<file path="config.mk">
export PLATFORM = sky130hd
export DESIGN_NAME = spi_word_assembler_flat
export DESIGN_NICKNAME = d
export VERILOG_FILES = /design/src/rtl/spi_pkg.sv /design/src/rtl/spi_word_assembler_if.sv /design/src/rtl/spi_word_assembler.sv /design/src/flat_wrapper.sv
export SDC_FILE = /design/constraint.sdc
export NUM_CORES = 1
export LEC_CHECK = 0
export CAP_MARGIN = 40
export CELL_PAD_IN_SITES_DETAIL_PLACEMENT = 1
export CELL_PAD_IN_SITES_GLOBAL_PLACEMENT = 1
export CORE_MARGIN = 3
export CORE_UTILIZATION = 40
export DETAILED_ROUTE_END_ITERATION = 6
export PLACE_DENSITY_LB_ADDON = 0.1
export SLEW_MARGIN = 20
export SYNTH_ARGS = -nofsm -noshare
export SYNTH_HDL_FRONTEND = slang
export SYNTH_SLANG_ARGS = --single-unit
</file>
<file path="constraint.sdc">
create_clock -name clk -period 4.53 [get_ports clk]
set_input_delay 0.906 -clock clk [delete_from_list [all_inputs] [get_ports clk]]
set_output_delay 0.906 -clock clk [all_outputs]
set_load 0.005 [all_outputs]
</file>
<file path="src/rtl/spi_pkg.sv">
// ---------------------------------------------------------------------------
// spi_pkg
// Shared definitions for the SPI processing unit datapath stages
// (spi_word_assembler on the receive side, nitta_to_spi_splitter on the
// transmit side).
//   state_t        : two-state frame FSM encoding (IDLE, ACTIVE)
//   clog2          : ceiling log2 usable in parameter/localparam context
//   bytes_per_word : number of SPI bytes that make up one processor word
// ---------------------------------------------------------------------------
package spi_pkg;

    typedef enum logic {
        IDLE   = 1'b0,
        ACTIVE = 1'b1
    } state_t;

    // Returns the number of bits needed to encode values 0..value-1.
    function automatic int clog2(input int value);
        int result;
        result = 0;
        for (int v = value - 1; v > 0; v = v >> 1) begin
            result = result + 1;
        end
        return result;
    endfunction

    function automatic int bytes_per_word(input int data_width, input int spi_width);
        return data_width / spi_width;
    endfunction

endpackage

</file>
<file path="src/rtl/spi_word_assembler_if.sv">
// ---------------------------------------------------------------------------
// spi_word_assembler_if
// Bundles the byte stream from the SPI slave driver, the receive buffer
// write port and the frame status outputs of spi_word_assembler.
//   cs, byte_valid, spi_data : byte stream and chip select (driver side)
//   buf_full                 : receive buffer back-pressure
//   word_wr, word_data       : 1-cycle write strobe and word to the buffer
//   frame_words              : words written in current/last frame
//   frame_done               : 1-cycle end-of-frame pulse
//   overflow, frame_err      : sticky status flags
// Modports:
//   master : the environment (driver + buffer) side
//   slave  : the assembler itself
// ---------------------------------------------------------------------------
interface spi_word_assembler_if #(
    parameter int DATA_WIDTH     = 32,
    parameter int SPI_DATA_WIDTH = 8,
    parameter int BUF_SIZE       = 6
) ();
    import spi_pkg::*;

    localparam int FW_WIDTH = clog2(BUF_SIZE + 1);

    logic                      cs;
    logic                      byte_valid;
    logic [SPI_DATA_WIDTH-1:0] spi_data;
    logic                      buf_full;
    logic                      word_wr;
    logic [DATA_WIDTH-1:0]     word_data;
    logic [FW_WIDTH-1:0]       frame_words;
    logic                      frame_done;
    logic                      overflow;
    logic                      frame_err;

    modport master (
        output cs, byte_valid, spi_data, buf_full,
        input  word_wr, word_data, frame_words, frame_done, overflow, frame_err
    );

    modport slave (
        input  cs, byte_valid, spi_data, buf_full,
        output word_wr, word_data, frame_words, frame_done, overflow, frame_err
    );

endinterface

</file>
<file path="src/rtl/spi_word_assembler.sv">
// ---------------------------------------------------------------------------
// spi_word_assembler
// Packs SPI bytes MSB-first into DATA_WIDTH words and writes each complete
// word into the receive buffer with a 1-cycle strobe. Frames are delimited
// by cs (0 = active). Reports per-frame word count, overflow and framing
// errors.
// Ports:
//   clk  : system clock
//   rst  : asynchronous reset, active-low
//   bus  : spi_word_assembler_if.slave (see interface for signal list)
// Configuration macro:
//   SPI_ASSEMBLER_FLUSH_EN : when defined, a partial word at end of frame is
//                            left-aligned, zero-padded and written (same
//                            acceptance rules). Undefined: it is discarded.
//                            frame_err is set in both cases.
// All outputs are registered; word_wr follows the completing byte strobe by
// one clock.
// ---------------------------------------------------------------------------
module spi_word_assembler
    import spi_pkg::*;
#(
    parameter int DATA_WIDTH     = 32,
    parameter int SPI_DATA_WIDTH = 8,
    parameter int BUF_SIZE       = 6
) (
    input  logic                 clk,
    input  logic                 rst,
    spi_word_assembler_if.slave  bus
);

    localparam int BPW       = bytes_per_word(DATA_WIDTH, SPI_DATA_WIDTH);
    localparam int CNT_WIDTH = (BPW > 1) ? clog2(BPW) : 1;
    localparam int FW_WIDTH  = clog2(BUF_SIZE + 1);

    localparam logic [CNT_WIDTH-1:0] LAST_BYTE = CNT_WIDTH'(BPW - 1);
    localparam logic [FW_WIDTH-1:0]  FW_MAX    = FW_WIDTH'(BUF_SIZE);

    state_t                  state_q, state_d;
    logic [CNT_WIDTH-1:0]    byte_cnt_q, byte_cnt_d;
    logic [DATA_WIDTH-1:0]   shreg_q, shreg_d;
    logic                    word_wr_q, word_wr_d;
    logic [DATA_WIDTH-1:0]   word_data_q, word_data_d;
    logic [FW_WIDTH-1:0]     frame_words_q, frame_words_d;
    logic                    frame_done_q, frame_done_d;
    logic                    overflow_q, overflow_d;
    logic                    frame_err_q, frame_err_d;

    logic                    write_req;
    logic [DATA_WIDTH-1:0]   write_word;

    always_comb begin
        state_d       = state_q;
        byte_cnt_d    = byte_cnt_q;
        shreg_d       = shreg_q;
        word_wr_d     = 1'b0;
        word_data_d   = word_data_q;
        frame_words_d = frame_words_q;
        frame_done_d  = 1'b0;
        overflow_d    = overflow_q;
        frame_err_d   = frame_err_q;
        write_req     = 1'b0;
        write_word    = '0;

        case (state_q)
            IDLE: begin
                // Frame start wipes all per-frame state including sticky flags.
                if (!bus.cs) begin
                    state_d       = ACTIVE;
                    byte_cnt_d    = '0;
                    shreg_d       = '0;
                    frame_words_d = '0;
                    overflow_d    = 1'b0;
                    frame_err_d   = 1'b0;
                end
            end

            ACTIVE: begin
                if (bus.byte_valid) begin
                    shreg_d = {shreg_q[DATA_WIDTH-SPI_DATA_WIDTH-1:0], bus.spi_data};
                    if (byte_cnt_q == LAST_BYTE) begin
                        byte_cnt_d = '0;
                        write_req  = 1'b1;
                        write_word = shreg_d;
                    end else begin
                        byte_cnt_d = byte_cnt_q + 1'b1;
                    end
                end

                // End of frame is judged on the count after this cycle's byte,
                // so a completing byte arriving with cs rising is not an error.
                if (bus.cs) begin
                    state_d      = IDLE;
                    frame_done_d = 1'b1;
                    if (byte_cnt_d != '0) begin
                        frame_err_d = 1'b1;
`ifdef SPI_ASSEMBLER_FLUSH_EN
                        write_req  = 1'b1;
                        write_word = shreg_d << (SPI_DATA_WIDTH * (BPW - int'(byte_cnt_d)));
`endif
                        byte_cnt_d = '0;
                    end
                end

                // A word that cannot be stored is dropped; word_data keeps
                // the last word that was actually written.
                if (write_req) begin
                    if (!bus.buf_full && (frame_words_q < FW_MAX)) begin
                        word_wr_d     = 1'b1;
                        word_data_d   = write_word;
                        frame_words_d = frame_words_q + 1'b1;
                    end else begin
                        overflow_d    = 1'b1;
                    end
                end
            end

            default: state_d = IDLE;
        endcase
    end

    always_ff @(posedge clk or negedge rst) begin
        if (!rst) begin
            state_q       <= IDLE;
            byte_cnt_q    <= '0;
            shreg_q       <= '0;
            word_wr_q     <= 1'b0;
            word_data_q   <= '0;
            frame_words_q <= '0;
            frame_done_q  <= 1'b0;
            overflow_q    <= 1'b0;
            frame_err_q   <= 1'b0;
        end else begin
            state_q       <= state_d;
            byte_cnt_q    <= byte_cnt_d;
            shreg_q       <= shreg_d;
            word_wr_q     <= word_wr_d;
            word_data_q   <= word_data_d;
            frame_words_q <= frame_words_d;
            frame_done_q  <= frame_done_d;
            overflow_q    <= overflow_d;
            frame_err_q   <= frame_err_d;
        end
    end

    assign bus.word_wr     = word_wr_q;
    assign bus.word_data   = word_data_q;
    assign bus.frame_words = frame_words_q;
    assign bus.frame_done  = frame_done_q;
    assign bus.overflow    = overflow_q;
    assign bus.frame_err   = frame_err_q;

endmodule

</file>
<file path="src/flat_wrapper.sv">
// flat-port wrapper written by rule: the top's interface ports become plain ports
module spi_word_assembler_flat import spi_pkg::*;
#(
    parameter int DATA_WIDTH     = 32,
    parameter int SPI_DATA_WIDTH = 8,
    parameter int BUF_SIZE       = 6
)
  (clk, rst, bus_cs, bus_byte_valid, bus_spi_data, bus_buf_full, bus_word_wr, bus_word_data, bus_frame_words, bus_frame_done, bus_overflow, bus_frame_err);
  spi_word_assembler_if #(.DATA_WIDTH(DATA_WIDTH), .SPI_DATA_WIDTH(SPI_DATA_WIDTH), .BUF_SIZE(BUF_SIZE)) bus_i ();
  input  logic clk;
  input  logic rst;
  input wire logic [$bits(bus_i.cs)-1:0] bus_cs;
  input wire logic [$bits(bus_i.byte_valid)-1:0] bus_byte_valid;
  input wire logic [$bits(bus_i.spi_data)-1:0] bus_spi_data;
  input wire logic [$bits(bus_i.buf_full)-1:0] bus_buf_full;
  output wire logic [$bits(bus_i.word_wr)-1:0] bus_word_wr;
  output wire logic [$bits(bus_i.word_data)-1:0] bus_word_data;
  output wire logic [$bits(bus_i.frame_words)-1:0] bus_frame_words;
  output wire logic [$bits(bus_i.frame_done)-1:0] bus_frame_done;
  output wire logic [$bits(bus_i.overflow)-1:0] bus_overflow;
  output wire logic [$bits(bus_i.frame_err)-1:0] bus_frame_err;
  assign bus_i.cs = bus_cs;
  assign bus_i.byte_valid = bus_byte_valid;
  assign bus_i.spi_data = bus_spi_data;
  assign bus_i.buf_full = bus_buf_full;
  assign bus_word_wr = bus_i.word_wr;
  assign bus_word_data = bus_i.word_data;
  assign bus_frame_words = bus_i.frame_words;
  assign bus_frame_done = bus_i.frame_done;
  assign bus_overflow = bus_i.overflow;
  assign bus_frame_err = bus_i.frame_err;
  spi_word_assembler #(.DATA_WIDTH(DATA_WIDTH), .SPI_DATA_WIDTH(SPI_DATA_WIDTH), .BUF_SIZE(BUF_SIZE)) u_core (.clk(clk), .rst(rst), .bus(bus_i));
endmodule
</file>
==> qor.txt <==
post-CTS sizing = 0
Synth Register Bits = 66
pwr/cell area = 369 mW/mm²
sequential share of the synthesized area = 65.1%
FMAX = 0.361 GHz
Logic pwr share = 6.7%
maximum VDD drop = 0.182 mV
Unique masters post-synth = 28
most common cell in the netlist = dfrtp_1
reg2reg setup slack = 2.35 ns
RSZ-0062 raised after global routing = false
Skew-Pair Late Insertion Delay = 0.33 ns
worst-margin pin slew = 0.565 ns
number of max-cap violations = 0
initial antenna violation count = 0
synthesized instance count = 167
final hold vios = 0
number of port buffers = 51
Post-CTS Setup Inserts = 0
H-tree lvl count = 3
share of cells above drive strength 1 = 10.2%
# nets final = 236
period utilization = 61.2%
WHS = 0.493 ns
Int Pwr = 0.939 mW
Setup Viol. Count Final = 0
Total Wirelength = 5260 µm
Synth Flop Type = dfrtp_1
asr flop ratio synth = 100%
Die Width = 85.7 µm
master cell of the clock root buffer = clkbuf_8
number of flops mapped to enable cells by yosys = 0
FILL cells = 607
Critical Path Start Type = primary input
vias after detailed routing = 1599
Worst setup endpoint = u_core.bus.frame_words[2]
Worst slew margin = 62.4%
die area = 0.00734 mm²
drt first pass iters = 4
CP endpoint kind = flop
minimum clock period = 2.77 ns
die height = 85.7 µm
status = complete, no violations
max-slew violations = 0
Initial Util = 42.1%
CTS buffer count = 9
DR WL/cell = 17.5 µm
Detail Placement HPWL = 3740 µm
initial DRC count = 96
worst r2r src = u_core.state_q
Area Overhead vs Synth = 29.9%
Layout Cells excl Fill = 301
Tot GR Track Use = 16.5%
Synth Cell Area = 0.00254 mm²
placed insts = 285
Reg power frac = 52.2%
Worst R2R Path Depth = 4
GP Congestion = 0.698
CTS tree = built
Core Region = 0.00603 mm²
Critical Path RT = 4.75 ns
largest net degree at the start of global routing = 47
vias in the first global route = 1750
Sum Neg Setup Slack = 0 ns
clock skew = 0.00762 ns
switching part of the total = 22.7%
clock power share = 41.1%
grt total ovfl = 0
Post-CTS Hold Buffers = 0
DRC violations left = 0
Clock Sinks = 66
critical path class = primary input to flop
drt via density = 5.31
Synth top area share = 65.1%
clock slew at reported path FFs = 0.07 ns
DRT antenna net count = 0
Syn Area/Cell = 15.2 µm²
syn_nets = 182
Worst Hold Class = flop to flop
Crit Path Max Fanout = 36
first-pass GRT wire length = 9190 µm
NetSw = 0.276 mW
cell accounting for the most synthesized area = dfrtp_1
Power Total = 1.22 mW
Leak = 1.60 nW
Synth warnings = 0
Worst R2R End = u_core.bus.frame_words[2]
num rows = 28
synth top area cells = dfrtp_1, mux2_1, a22o_1, buf_6, mux2i_1
post-layout util = 54.7%
CP Data Arrival Time = 2.99 ns
Clock Tree Buf Depth = 2
Post-synth top cells = dfrtp_1, mux2_1, a22o_1
Hold Path Origin = u_core.bus.word_data[15]
Antenna Cells = 0
IO Pins = 52
Critical path origin = bus_byte_valid
==> worst max-delay path: stages <==
cell and delay, ns:
clkdlybuf4s50_1 0.66, and2_1 0.18, buf_4 0.27, nand3_4 0.46, a311o_1 0.51
==> power by group through the flow <==
| stage | logic (mW) | registers [mW] | clock network, mW |
|---|---|---|---|
| after floorplan | 0.0379 | 0.637 | 0 |
| after global placement | 0.0783 | 0.643 | 0 |
| after detailed placement | 0.0835 | 0.645 | 0 |
| after CTS | 0.0840 | 0.634 | 0.516 |
| after global routing | 0.0921 | 0.638 | 0.553 |
| final | 0.0816 | 0.634 | 0.500 |
==> layer usage <==
layer | track usage, % | vias to the layer above | share of wire (%)
met5 | 0 | - | 0
met4 | 6.47 | 0 | 1.7
met3 | 5.09 | 8 | 4.0
met2 | 25.3 | 39 | 49
met1 | 22.0 | 824 | 45
li1 | - | 728 | -
==> metrics by stage <==
step           setup WS, ns  cell area, µm²
2_1_floorplan          2.47            2540
4_1_cts                1.74            3300
6_report               1.76            3300
5_1_grt                1.60            3300
3_3_place_gp           1.45            3080
3_5_place_dp           1.37            3090
==> how the worst min path moves through the flow <==
| stage | endpoint | slack, ns | cells past startpoint |
|---|---|---|---|
| after floorplan | u_core.shreg_q[16] | 0.46 | 1 |
| after global placement | u_core.bus.word_data[24] | 0.48 | 1 |
| after detailed placement | u_core.bus.word_data[13] | 0.48 | 1 |
| after CTS | u_core.bus.word_data[15] | 0.50 | 1 |
| after global routing | u_core.bus.word_data[30] | 0.52 | 1 |
| final | u_core.bus.word_data[15] | 0.49 | 1 |
==> sequential cells by signal, indices dropped and copies added, names as in the netlist <==
name	flops
u_core.bus.word_wr	1
u_core.bus.frame_err	1
u_core.bus.overflow	1
u_core.state_q	1
u_core.bus.frame_done	1
u_core.byte_cnt_q	2
u_core.shreg_q	24
u_core.bus.frame_words	3
u_core.bus.word_data	32
==> final cells by class <==
cell class / count / area (µm²) / share of cell area [%]
Tap cell: 75 / 93.8 / 2.85
Timing Repair Buffer: 54 / 528 / 16.0
Clock inverter: 4 / 50.0 / 1.52
Sequential cell: 66 / 1650 / 50.1
Multi-Input combinational cell: 87 / 807 / 24.5
Clock buffer: 12 / 155 / 4.71
Inverter: 3 / 11.3 / 0.342
==> layout by cell type, fill, tap and decap left out <==
master,synthesis,routed
buf_2,4,1
o21ai_1,2,2
ha_1,2,2
o211a_1,1,1
and2_1,2,2
clkinv_2,0,1
buf_4,1,3
bufinv_16,0,1
a21oi_1,1,1
o21ai_0,2,2
o22ai_1,2,2
nand4_1,1,1
a311o_1,1,1
clkbuf_8,0,11
a21o_1,1,1
o211ai_1,3,3
nand3_1,1,1
nand3_4,1,1
nand2_1,4,4
mux2i_1,3,2
xnor2_1,1,1
inv_2,2,2
clkbuf_1,3,1
mux2i_2,0,1
o311ai_1,1,1
clkdlybuf4s50_1,0,50
nor4b_1,1,1
inv_1,1,1
nand3b_1,1,1
dfrtp_1,66,66
mux2_1,32,32
clkinvlp_4,0,2
a22o_1,24,24
==> logic make-up (layout without fill, tap and decap cells) <==
logic type | count (synthesis) | count (layout) | share of synthesized area, %
AOI/OAI and AO/OA | 38 | 38 | 12.1
xor gates and xnor gates | 1 | 1 | 0.345
adders and majority gates | 2 | 2 | 0.986
buffers and inverters | 14 | 73 | 3.30
DFF | 66 | 66 | 65.1
muxes | 35 | 35 | 15.4
and+or+nand+nor | 11 | 11 | 2.86
No activity file was read; power rests on OpenSTA's default activity.
